===== config.mk =====
export PLATFORM = sky130hd
export DESIGN_NAME = vector_register_file_mp
export DESIGN_NICKNAME = d
export VERILOG_FILES = /design/src/rtl/vrf_pkg.sv /design/src/rtl/vrf_clear_seq.sv /design/src/rtl/vector_register_file_mp.sv
export SDC_FILE = /design/constraint.sdc
export NUM_CORES = 1
export LEC_CHECK = 0
export BUFFER_PORTS_ARGS = -buffer_cell sky130_fd_sc_hd__buf_4
export CORE_MARGIN = 10
export CORE_UTILIZATION = 50
export CTS_CLUSTER_DIAMETER = 80
export DETAILED_ROUTE_END_ITERATION = 7
export PLACE_DENSITY = 0.67
export SYNTH_ARGS = -nofsm -noshare
export SYNTH_HDL_FRONTEND = slang
export SYNTH_SLANG_ARGS = --single-unit

===== constraint.sdc =====
create_clock -name clk -period 7.2 [get_ports clk]
set_input_delay 1.44 -clock clk [delete_from_list [all_inputs] [get_ports clk]]
set_output_delay 1.44 -clock clk [all_outputs]
set_load 0.01 [all_outputs]

===== src/rtl/vrf_pkg.sv =====
// rtl/vrf_pkg.sv - shared types and lane merge helper for the vector register file
package vrf_pkg;

    typedef enum logic {
        IDLE  = 1'b0,
        CLEAR = 1'b1
    } vrf_state_e;

    // Widest vector the merge helper handles; callers zero-extend and truncate
    localparam int VRF_MAX_W = 1024;

    // Take new bits where the expanded lane mask is set, old bits elsewhere
    function automatic logic [VRF_MAX_W-1:0] lane_merge(
        input logic [VRF_MAX_W-1:0] old_v,
        input logic [VRF_MAX_W-1:0] new_v,
        input logic [VRF_MAX_W-1:0] lane_bits
    );
        return (old_v & ~lane_bits) | (new_v & lane_bits);
    endfunction

endpackage


===== src/rtl/vrf_clear_seq.sv =====
// rtl/vrf_clear_seq.sv - clear sweep sequencer: walks every register index once
module vrf_clear_seq
    import vrf_pkg::*;
#(
    parameter int NUM_VREGS = 8,
    parameter int AW        = 3
) (
    input  logic          clk,
    input  logic          rst_n,
    input  logic          clr_req,
    output logic          busy,
    output logic          clr_en,
    output logic [AW-1:0] clr_idx
);

    vrf_state_e    state_q, state_d;
    logic [AW-1:0] idx_q, idx_d;

    // State and sweep index registers
    always_ff @(posedge clk or negedge rst_n) begin
        if (!rst_n) begin
            state_q <= IDLE;
            idx_q   <= '0;
        end else begin
            state_q <= state_d;
            idx_q   <= idx_d;
        end
    end

    // Next state: a request in IDLE starts the sweep, the last index ends it
    always_comb begin
        state_d = state_q;
        idx_d   = idx_q;
        busy    = (state_q == CLEAR);
        clr_en  = (state_q == CLEAR);
        clr_idx = idx_q;
        case (state_q)
            IDLE: begin
                if (clr_req) begin
                    state_d = CLEAR;
                    idx_d   = '0;
                end
            end
            CLEAR: begin
                if (idx_q == AW'(NUM_VREGS - 1)) begin
                    state_d = IDLE;
                    idx_d   = '0;
                end else begin
                    idx_d = idx_q + AW'(1);
                end
            end
            default: begin
                state_d = IDLE;
                idx_d   = '0;
            end
        endcase
    end

endmodule


===== src/rtl/vector_register_file_mp.sv =====
// rtl/vector_register_file_mp.sv - multi-port vector register file with bypass, scoreboard and clear
module vector_register_file_mp
    import vrf_pkg::*;
#(
    parameter  int NUM_VREGS = 8,
    parameter  int LANES     = 4,
    parameter  int ELEM_W    = 16,
    parameter  int BYPASS    = 1,
    localparam int VW        = LANES * ELEM_W,
    localparam int AW        = (NUM_VREGS > 2) ? $clog2(NUM_VREGS) : 1
) (
    input  logic             clk,
    input  logic             rst_n,
    input  logic             we,
    input  logic [AW-1:0]    wa,
    input  logic [VW-1:0]    wd,
    input  logic [LANES-1:0] wmask,
    input  logic [AW-1:0]    ra0,
    input  logic [AW-1:0]    ra1,
    output logic [VW-1:0]    rd0,
    output logic [VW-1:0]    rd1,
    output logic             pend0,
    output logic             pend1,
    input  logic             rsv,
    input  logic [AW-1:0]    rsv_a,
    input  logic             clr_req,
    output logic             busy,
    output logic             wr_drop
);

    logic [VW-1:0]        regs_q [NUM_VREGS];
    logic [VW-1:0]        regs_d [NUM_VREGS];
    logic [NUM_VREGS-1:0] pend_q, pend_d;
    logic                 wr_drop_q, wr_drop_d;
    logic                 sweep_busy, clr_en;
    logic [AW-1:0]        clr_idx;
    logic [VW-1:0]        wbits;
    logic                 wr_ok, rsv_ok;

    // Addresses past the last register are ignored on writes and read as zero
    function automatic logic in_range(input logic [AW-1:0] a);
        return 32'(a) < NUM_VREGS;
    endfunction

    // Merge the write data into a vector under the current lane mask
    function automatic logic [VW-1:0] merge_wd(input logic [VW-1:0] old_v);
        logic [VRF_MAX_W-1:0] m;
        m = lane_merge(VRF_MAX_W'(old_v), VRF_MAX_W'(wd), VRF_MAX_W'(wbits));
        return m[VW-1:0];
    endfunction

    vrf_clear_seq #(
        .NUM_VREGS (NUM_VREGS),
        .AW        (AW)
    ) u_clear_seq (
        .clk     (clk),
        .rst_n   (rst_n),
        .clr_req (clr_req),
        .busy    (sweep_busy),
        .clr_en  (clr_en),
        .clr_idx (clr_idx)
    );

    assign busy    = sweep_busy;
    assign wr_drop = wr_drop_q;
    assign wr_ok   = we  & ~sweep_busy & in_range(wa);
    assign rsv_ok  = rsv & ~sweep_busy & in_range(rsv_a);

    // Expand the per-lane write mask into a per-bit mask
    always_comb begin
        wbits = '0;
        for (int l = 0; l < LANES; l++) begin
            wbits[l*ELEM_W +: ELEM_W] = {ELEM_W{wmask[l]}};
        end
    end

    // Read ports: registered contents, with the in-flight write forwarded when enabled
    always_comb begin
        rd0   = '0;
        rd1   = '0;
        pend0 = 1'b0;
        pend1 = 1'b0;
        if (in_range(ra0)) begin
            rd0   = regs_q[ra0];
            pend0 = pend_q[ra0];
        end
        if (in_range(ra1)) begin
            rd1   = regs_q[ra1];
            pend1 = pend_q[ra1];
        end
        if (BYPASS != 0 && wr_ok && wa == ra0) rd0 = merge_wd(rd0);
        if (BYPASS != 0 && wr_ok && wa == ra1) rd1 = merge_wd(rd1);
    end

    // Next storage/scoreboard state: write clears pending, reserve wins, sweep zeroes
    always_comb begin
        regs_d = regs_q;
        pend_d = pend_q;
        for (int i = 0; i < NUM_VREGS; i++) begin
            if (wr_ok && wa == AW'(i)) begin
                regs_d[i] = merge_wd(regs_q[i]);
                pend_d[i] = 1'b0;
            end
            if (rsv_ok && rsv_a == AW'(i)) pend_d[i] = 1'b1;
            if (clr_en && clr_idx == AW'(i)) begin
                regs_d[i] = '0;
                pend_d[i] = 1'b0;
            end
        end
        wr_drop_d = sweep_busy & (we | rsv);
    end

    // Storage, scoreboard and drop-pulse registers
    always_ff @(posedge clk or negedge rst_n) begin
        if (!rst_n) begin
            for (int i = 0; i < NUM_VREGS; i++) regs_q[i] <= '0;
            pend_q    <= '0;
            wr_drop_q <= 1'b0;
        end else begin
            for (int i = 0; i < NUM_VREGS; i++) regs_q[i] <= regs_d[i];
            pend_q    <= pend_d;
            wr_drop_q <= wr_drop_d;
        end
    end

endmodule


* Word level (Yosys, flattened, before mapping)
Index checks and enable logic that the tools add are counted.
** Word-level totals
- Flip-flop bits (word level) :: 525
- Output and inout port bits :: 132
- Logic and storage cells :: 180
** Cells by class
- Add/subtract/negate cells :: 1
- $lt $le $gt $ge :: 4
- Equal/unequal tests :: 24
- Mux-type cells :: 58
- Bitwise logic cells :: 29
- Reductions and logical operators :: 45
** Operator list (count)
- $mux W64 :: 22
- $and A64 B64 Y64 :: 11
- $or A64 B64 Y64 :: 10
- $bmux W64 S3 :: 2
- $not A64 Y64 :: 1
- $eq A3 B3 Y1 const B :: 12
- $mux W1 :: 28
- $logic_and A1 B1 Y1 :: 26
- $reduce_bool A3 Y1 :: 8
- $eq A3 B2 Y1 const B :: 6
- $reduce_bool A2 Y1 :: 8
- $eq A3 B1 Y1 const B :: 3
- $logic_not A3 Y1 :: 3
- $ge A4 B4 Y1 const B :: 2
- $lt A3 B4 Y1 const B :: 2
- $not A3 Y4 :: 2
- $bmux W1 S3 :: 2
- $eq A3 B3 Y1 :: 2
- $mux W3 :: 2
- $pmux W3 S2 :: 1
- $add A3 B1 Y3 const B :: 1
- $and A1 B1 Y1 :: 3
- $ne A2 B2 Y1 const B :: 1
- $pmux W1 S2 :: 1
- other kinds (2) :: 2

* Logic depth before layout (Yosys ltp)
Gate-level depths: netlist of the first run.
- Word-level depth :: 7
- Mapped depth :: 9
- Mapped depth without buffers :: 5

* By module
From an unflattened synthesis of the first run, not the netlist that was laid out.
** Unflattened totals
- Cell total of the unflattened synthesis :: 2458
- Area, all modules :: 30161.4 um2
** By module, submodules not included
- vector_register_file_mp :: times used 1, cells each 2442, area an instance 29963.7 um2
- vrf_clear_seq :: times used 1, cells each 16, area an instance 197.7 um2

* Least setup slack after synthesis of the first run
No wires, ideal clock.
- Path type :: input port to output port
- Start :: input port ra1[1]
- End :: output port rd1[34]
- Arrival :: 3.036 ns
- Required time :: 5.760 ns
- Slack :: 2.724 ns
- Cell stages on the path :: 6
- Cell sequence :: clkbuf_1 -> buf_2 -> clkbuf_1 -> mux4_2 -> mux2_2 -> mux2_2
** On the way
- Word-level cells in the longest chain between the ends :: 7
- Elaborated cells between the ends (all ways) :: 9
- Those cells by class :: eq/ne: 1; mux: 4; bitwise: 3; reduce/logical: 1
** Ends and longest elaborated chain
- from (decl) :: RTL line vector_register_file_mp.sv:19 : input logic [AW-1:0] ra1,
- $not A3 Y4 (not written as such) :: RTL line vector_register_file_mp.sv:88 : rd1 = regs_q[ra1];
- $bmux W64 S3 :: RTL line vector_register_file_mp.sv:88
- $mux W64 (not written as such) (2 in series) :: RTL line vector_register_file_mp.sv:88
- $and A64 B64 Y64 :: RTL line vrf_pkg.sv:18 : return (old_v & ~lane_bits) | (new_v & lane_bits);
- $or A64 B64 Y64 :: RTL line vrf_pkg.sv:18
- $mux W64 (*) :: RTL line vector_register_file_mp.sv:92 : if (BYPASS != 0 && wr_ok && wa == ra1) rd1 = merge_wd(rd1);
- to (decl) :: RTL line vector_register_file_mp.sv:21 : output logic [VW-1:0] rd1,
Mark *: on every way between the ends. The rest lies on a longest branch, timed or not. The select of a mux whose other input is x is not followed.

* Worst setup path in the final report of the first run
- Start :: input port ra0[1]
- End :: output port rd0[61]
** On the way
- Word-level cells in the longest chain between the ends :: 7
- Elaborated cells between the ends (all ways) :: 9
- Those cells by class :: eq/ne: 1; mux: 4; bitwise: 3; reduce/logical: 1
** Ends and longest elaborated chain
- from (decl) :: RTL line vector_register_file_mp.sv:18 : input logic [AW-1:0] ra0,
- $not A3 Y4 (not written as such) :: RTL line vector_register_file_mp.sv:84 : rd0 = regs_q[ra0];
- $bmux W64 S3 :: RTL line vector_register_file_mp.sv:84
- $mux W64 (not written as such) (2 in series) :: RTL line vector_register_file_mp.sv:84
- $and A64 B64 Y64 :: RTL line vrf_pkg.sv:18
- $or A64 B64 Y64 :: RTL line vrf_pkg.sv:18
- $mux W64 (*) :: RTL line vector_register_file_mp.sv:91 : if (BYPASS != 0 && wr_ok && wa == ra0) rd0 = merge_wd(rd0);
- to (decl) :: RTL line vector_register_file_mp.sv:20 : output logic [VW-1:0] rd0,
Marked as above.

==> results.txt, run 1 <==
* Result of the run: finished clean
* Layout-stage area growth over the synthesis result: 12.2%
* Worst Path Class, Setup: in2out
- Summed over all layers, the routed wires come to 98,700 um.
* Vias in the first global route: 25.1k
- Number of design rule violations left after detail routing: 0
- STA classifies the critical path endpoint as a primary output.
- TritonRoute pass-1 iters: 6
- Total grt overflow: 0
* Reg-to-Reg End: regs_q[319]
- In this run the worst path has a maximum fanout of 37.
- Proportion of register bits with asynchronous set or reset after synthesis: 100%
- Reported max-cap violation count: 0
* Net count of the finished layout: 2,947
* CTS hold repair buffers: 0
- For the pin with the worst max-slew slack, the measured transition is 1.22 ns.
* Portion of the post-synthesis area used by sequential elements: a little over two fifths
- FF+latch count, synth: 525
- Most common library cell in the layout ignoring fill and taps: sky130_fd_sc_hd__nand2_1
- The worst hold path belongs to the class reg2reg.
- X dimension of the die: between 200 and 300 um
* Maximum level of the CTS H-tree: 2
- When the netlist entered floorplanning its net count stood at 2,908.
- For this run, the number of Yosys warnings is 0.
- For this block, the via count after detailed routing is 24.1k.
- Post-synthesis cell type count: 37
- Across the VDD grid, the largest voltage drop is 0.000226 V.
- Crit path launch: ra0[1]
- For the final routed database, the setup TNS stands at 0 ns.
- Dominant synthesized flop cell: sky130_fd_sc_hd__dfrtp_1
- Overall power consumption after layout is estimated at 10.2 mW.
- Cells with a size suffix above 1 make up 26.3% of the layout.
* Clock-pin slew on the worst setup and hold paths: 0.06 ns
- First-pass GRT wire length: 150,000 um
* Number of failing setup endpoints in the final timing report: 0
- IO Port Bufs: 216
- The floorplan step defined a die boundary enclosing approximately 70,000 um2.
- Vias per Instance: 6.55
- Number of clock sinks seen by CTS: around 530
- Power density relative to cell area: roughly 300 nW/um2
- STA puts the critical path data required time at 5.76 ns.
- TritonCTS built the clock tree.
- Across every metal layer, demand over resource in global routing totals ~28%.
- For this design the static power due to leakage is 15.5 nW.
* Vertical extent of the die: 266 um
* Fmax: around 180 MHz
- Largest net degree at the start of global routing: 178
- Counting every instance in the synthesized netlist gives around 2.8k.
* Mapped Avg Cell Area: 10.7 um2
- For the worst flop-to-flop path, the logic depth is 4.
* Final period demand of the worst path: around 5.5 ns
- The root buffer cell chosen for the clock tree is sky130_fd_sc_hd__clkbuf_16.
- 217 I/O pins were placed.
* Slew Viols, Final: 0
* Number of cells upsized or downsized after cts: 0
* Data arrival time of the critical path: 4.06 ns
- GP Congestion: 0.848
- Dividing the detail-routed wire length by the instance count gives 26.8 um.
- The HPWL after detailed placement is 57,800 um.
* Count of flip-flops with a built-in enable after synthesis: 0
- The core region is 59,400 um2.
- Unrepaired setup endpoints after global routing: no
- Maximum buffer depth of the clock tree: 3
- The number of antenna violations at the first check in global routing came to 8.
* Hold violation total from the final report: 0
* Mapped cell area: just over 30,000 um2
- Cells fill between 50 and 60% of the core in the end.
* Final clock period utilization by the worst path: 76.4%
- Register-to-Register Setup Slack: 3.63 ns
- In this run the worst setup path terminates at rd0[61].
- Relative slew slack: 18.5%
* Number of routed nets with antenna violations: 0
- In this run the core area contains 89 standard-cell rows.
* Commonest non-fill, non-tap cells in the layout: sky130_fd_sc_hd__nand2_1, sky130_fd_sc_hd__dfrtp_1, sky130_fd_sc_hd__mux4_2
- Insertion delay of the later-clocked pin in the worst-skew pair: ~0.63 ns
- Detailed router's first-iteration violation count: between 2k and 3k
* Inserted Clock Buffers: 57
- Number of setup buffers added after CTS: 0
* Startpoint of the most critical register-to-register path: u_clear_seq.busy
- Worst clock skew: 0.0187 ns
* Initial core utilization: 50.8%
- Type of origin of the critical path: input pin
[state kept, by name, summed over array words and instances (netlist names)]
signal and flops:
pend_q 8, u_clear_seq.busy 1, regs_q 512, wr_drop 1, u_clear_seq.clr_idx 3
[power by group]
group / leakage, nW / internal, mW / switching [mW]
sequential: 7.23 / 3.62 / 0.565
clock: 0.950 / 1.81 / 1.28
combinational: 7.35 / 1.33 / 1.57
[metal layers]
layer / vias up / part of all wire (%) / GRT usage, %
li1: 10200 / - / -
met3: 268 / 11 / 8.06
met2: 1490 / 47 / 44.2
met4: 10 / 3.6 / 10.4
met1: 12200 / 38 / 35.0
met5: - / 0.071 / 0
[critical path: stages]
cell and delay [ns]:
sky130_fd_sc_hd__buf_4 0.59, sky130_fd_sc_hd__xor2_1 0.21, sky130_fd_sc_hd__nor4_4 0.50, sky130_fd_sc_hd__nand2_2 0.50, sky130_fd_sc_hd__mux2i_1 0.57, sky130_fd_sc_hd__buf_4 0.21
[cell type report]
cell class	instances	area, um2
sequential	525	13100
tap	773	967
inverter	36	135
multi-input combinational	1973	15600
clock buffer	83	1700
clock inverter	22	262
antenna	3	7.51
timing repair buffer	263	2060
fill	4915	25500
[metrics by stage]
step	worst slack (ns)	cell area [um2]	cells	hold slack, ns
floorplan	2.72	30200	2817	0.477
finish	1.70	33800	3678	0.515
global route	1.56	33800	3676	0.549
global placement	1.72	31900	3570	0.494
detailed placement	1.70	31900	3570	0.506
CTS	1.69	33800	3675	0.519
[worst min path at each step]
stage | start | endpoint | slack, ns | depth (start not counted)
finish | regs_q[72] | regs_q[72] | 0.51 | 2
global placement | regs_q[329] | regs_q[329] | 0.49 | 2
CTS | regs_q[72] | regs_q[72] | 0.52 | 2
global route | regs_q[72] | regs_q[72] | 0.55 | 2
floorplan | pend_q[6] | pend_q[6] | 0.48 | 2
detailed placement | regs_q[72] | regs_q[72] | 0.51 | 2
[kinds of logic (layout without fill, tap and decap cells)]
logic type	after synthesis	after routing	synth area share [%]
other	0	3	0
buffers and inverters	319	404	4.93
DFF	525	525	43.5
AOI/OAI and AO/OA	470	470	7.88
xor gates and xnor gates	6	6	0.174
and+or+nand+nor	940	940	13.3
adders and majority gates	6	6	0.249
muxes	551	551	29.9
[Yosys cell counts (2+ instances only)]
master	number	share of area, %
sky130_fd_sc_hd__nor2_1	37	0.46
sky130_fd_sc_hd__ha_1	6	0.25
sky130_fd_sc_hd__buf_2	75	1.2
sky130_fd_sc_hd__nor2b_1	4	0.083
sky130_fd_sc_hd__mux2_2	108	4.0
sky130_fd_sc_hd__clkbuf_1	160	2.0
sky130_fd_sc_hd__nand2_2	8	0.17
sky130_fd_sc_hd__buf_4	22	0.55
sky130_fd_sc_hd__mux4_2	260	19
sky130_fd_sc_hd__o31ai_1	3	0.075
sky130_fd_sc_hd__mux2i_1	161	5.3
sky130_fd_sc_hd__nand3_1	245	4.1
sky130_fd_sc_hd__a21oi_1	228	3.8
sky130_fd_sc_hd__and2_1	3	0.062
sky130_fd_sc_hd__dfrtp_1	525	44
sky130_fd_sc_hd__inv_1	35	0.44
sky130_fd_sc_hd__nor4_4	2	0.14
sky130_fd_sc_hd__o21ai_0	234	3.9
sky130_fd_sc_hd__nand2b_1	4	0.083
sky130_fd_sc_hd__buf_1	11	0.14
sky130_fd_sc_hd__and3_1	28	0.58
sky130_fd_sc_hd__buf_6	12	0.45
sky130_fd_sc_hd__mux2_4	22	1.1
sky130_fd_sc_hd__buf_8	2	0.10
sky130_fd_sc_hd__a32o_1	3	0.10
sky130_fd_sc_hd__nand2_1	603	7.5
sky130_fd_sc_hd__xor2_1	6	0.17
No activity file was read; power rests on OpenSTA's default activity.
==> run 2, diff against run 1 <==
- PLACE_DENSITY: 0.67 -> 0.7
- clock period: 7.2 -> 5 ns (I/O delays scaled with it)
==> results.txt, run 2 (synthesis gave the netlist of run 1 again) <==
- Result of the run: finished clean
* Final period demand of the worst path: about 4.6 ns
- Compared with the post-synthesis result, the final layout area differs by 12.6%.
* Routed length per instance: 26.5 um
- Req. time, crit path: 4.00 ns
- DRT Wirelength: just under 100,000 um
- The largest single stage delay on the critical path is a little under 0.8 ns.
- Initial core utilization: 50.8%
- Buffers placed on the I/O ports in this run total 216.
* X dimension of the die: 266 um
* Commonest non-fill, non-tap cells in the layout: sky130_fd_sc_hd__nand2_1, sky130_fd_sc_hd__dfrtp_1, sky130_fd_sc_hd__buf_4
* Cell row count: 89
* Floorplan Core Area: 59,400 um2
- Pin placement for this block handled 217 I/O pins.
- For this run, design rule violations remaining after detail routing come to 0.
- Gates resized during post-CTS repair numbered 0.
- Proportion of layout cells with a drive suffix above 1: 26.7%
- The share of total power dissipated in the clock network is 29.3%.
* Inserted Clock Buffers: 56
- Root buf cell: sky130_fd_sc_hd__clkbuf_16
- Setup repair after global routing left no endpoint under its margin.
- TritonRoute pass-1 iters: 6
- Maximum level of the CTS H-tree: 2
* Relative slew slack: 12.8%
- Number of clock sinks seen by CTS: 525
- Data arrival time of the critical path: 3.64 ns
- The max-slew violation count came to 0.
* Sort of element at the end of the critical path: primary output
* Switching fraction of total power: 33.4%
- The critical path is of the reg2out type.
- Final-layout setup total negative slack: 0 ns
- The tool flagged a number of max-cap violations equal to 0.
- At the pin with the least slew margin, the transition time is 1.31 ns.
- After legalization and detailed placement, the total HPWL measured 58,500 um.
- Clock-pin slew on the worst setup and hold paths: about 0.060 ns
- Overall Global Routing Usage: 27.4%
- Worst clock skew: 0.0197 ns
- Fmax: between 200 and 250 MHz
- Of all nets on the critical path, the largest fanout is 29.
* Maximum VDD drop: 0.000260 V
- Number of failing setup endpoints in the final timing report: 0
- Vias per Instance: 6.56
- TritonCTS built the clock tree.
- Most common library cell in the layout ignoring fill and taps: sky130_fd_sc_hd__nand2_1
* Type of origin of the critical path: flip-flop
- Maximum buffer depth of the clock tree: 3
- Number of setup buffers added after CTS: 0
* Cell with the biggest individual delay on the critical path: sky130_fd_sc_hd__dfrtp_1
* Leakage power: between 15 and 20 nW
* Largest net degree at the start of global routing: 131
* CTS hold repair buffers: 0
* Pwr Total: 14.5 mW
- Hold violation total from the final report: 0
* Vias in the first global route: 25.0k
- Summed over all layers, the global routing overflow is 0.
- Class of the tightest hold or removal check: in2async
- CP cell instances: nand2b_4, nor4_4, nand2_2, mux2i_1, buf_4
- Detailed router's first-iteration violation count: 2,849
* First-pass GRT wire length: 150,000 um
- Vertical extent of the die: 266 um
- The congestion estimate from routability-driven global placement came to 0.846.
- Of the total power, registers draw between 40% and 50%.
- Die outline area: 70,600 um2
- Routed vias: 24.3k
- NetSw: roughly 4.8 mW
* Net count of the finished layout: a little under 3k
- Dividing the final minimum period by the clock period gives 92.7%.
- In this run the power density over the cells is about 430 nW/um2.
- Number of antenna violations at the first check in global routing: 11
- Int Pwr: 9.62 mW
- Once detail routing completed, the nets flagged for antenna violations numbered 0.
- Insertion delay of the later-clocked pin in the worst-skew pair: 0.62 ns
* Power share of the combinational group: a little under 30%
- Max reg flops: 512
- Counting flops per register, the top entry is regs_q.
[run 2: changes by cell type in the layout (fill, tap and decap cells not counted), moves of 3 or more]
cell                         before  now
sky130_fd_sc_hd__buf_12           5   11
sky130_fd_sc_hd__buf_4          253  268
sky130_fd_sc_hd__bufinv_16        5    2
sky130_fd_sc_hd__clkbuf_8        15   22
sky130_fd_sc_hd__clkinvlp_4       6    2
[run 2: final cells by class]
type,count,area [um2]
Sequential cell,525,13100
Antenna cell,4,10.0
Tap cell,773,967
Inverter,36,135
Timing Repair Buffer,283,2290
Fill cell,4873,25400
Clock buffer,89,1750
Clock inverter,14,125
Multi-Input combinational cell,1973,15600
[run 2: layer usage]
metal  vias to the layer above  routed length (um)  global-route usage (%)
li1                      10200                   -                       -
met5                         -                  92                       0
met2                      1449               45800                    43.0
met4                        14                3460                    10.3
met3                       276               11900                    8.93
met1                     12300               36900                    35.2
[run 2: power groups by stage]
stage               sequential [mW]  combinational, mW  clock [mW]
floorplan                      5.75               2.76           0
global placement               5.96               4.02           0
detailed placement             6.05               4.15           0
CTS                            5.98               4.17        4.27
global route                   6.12               4.53        4.45
finish                         6.02               4.19        4.24
[run 2: worst max-delay path, delay by kind of cell, from the launching register on]
family / cells / cell delay, ns
AND/OR/NAND/NOR: 3 / 1.44
flip-flops: 1 / 0.78
buffers and inverters: 1 / 0.22
multiplexers: 1 / 0.58
[run 2: worst paths after layout]
path                                   from          end  slack, ns  depth (start not counted)
max in group asynchronous             rst_n  regs_q[373]       3.39                          2
min                                   rst_n  regs_q[328]       0.46                          1
max                        u_clear_seq.busy      rd1[61]       0.36                          5
min reg2reg                      regs_q[89]   regs_q[89]       0.52                          2
min in group clk                 regs_q[89]   regs_q[89]       0.52                          2
max reg2reg                u_clear_seq.busy   regs_q[34]       1.72                          5
[run 2: stage by stage]
stage / instances / setup slack, ns / hold WS [ns] / instance area (um2) / util, %
finish: 3697 / 0.364 / 0.462 / 34000 / 57.2
global placement: 3590 / 0.600 / 0.496 / 32100 / 54.1
CTS: 3693 / 0.475 / 0.484 / 34000 / 57.2
global route: 3695 / 0.343 / 0.523 / 34000 / 57.2
detailed placement: 3590 / 0.595 / 0.509 / 32100 / 54.1
floorplan: 2817 / 1.40 / 0.477 / 30200 / -
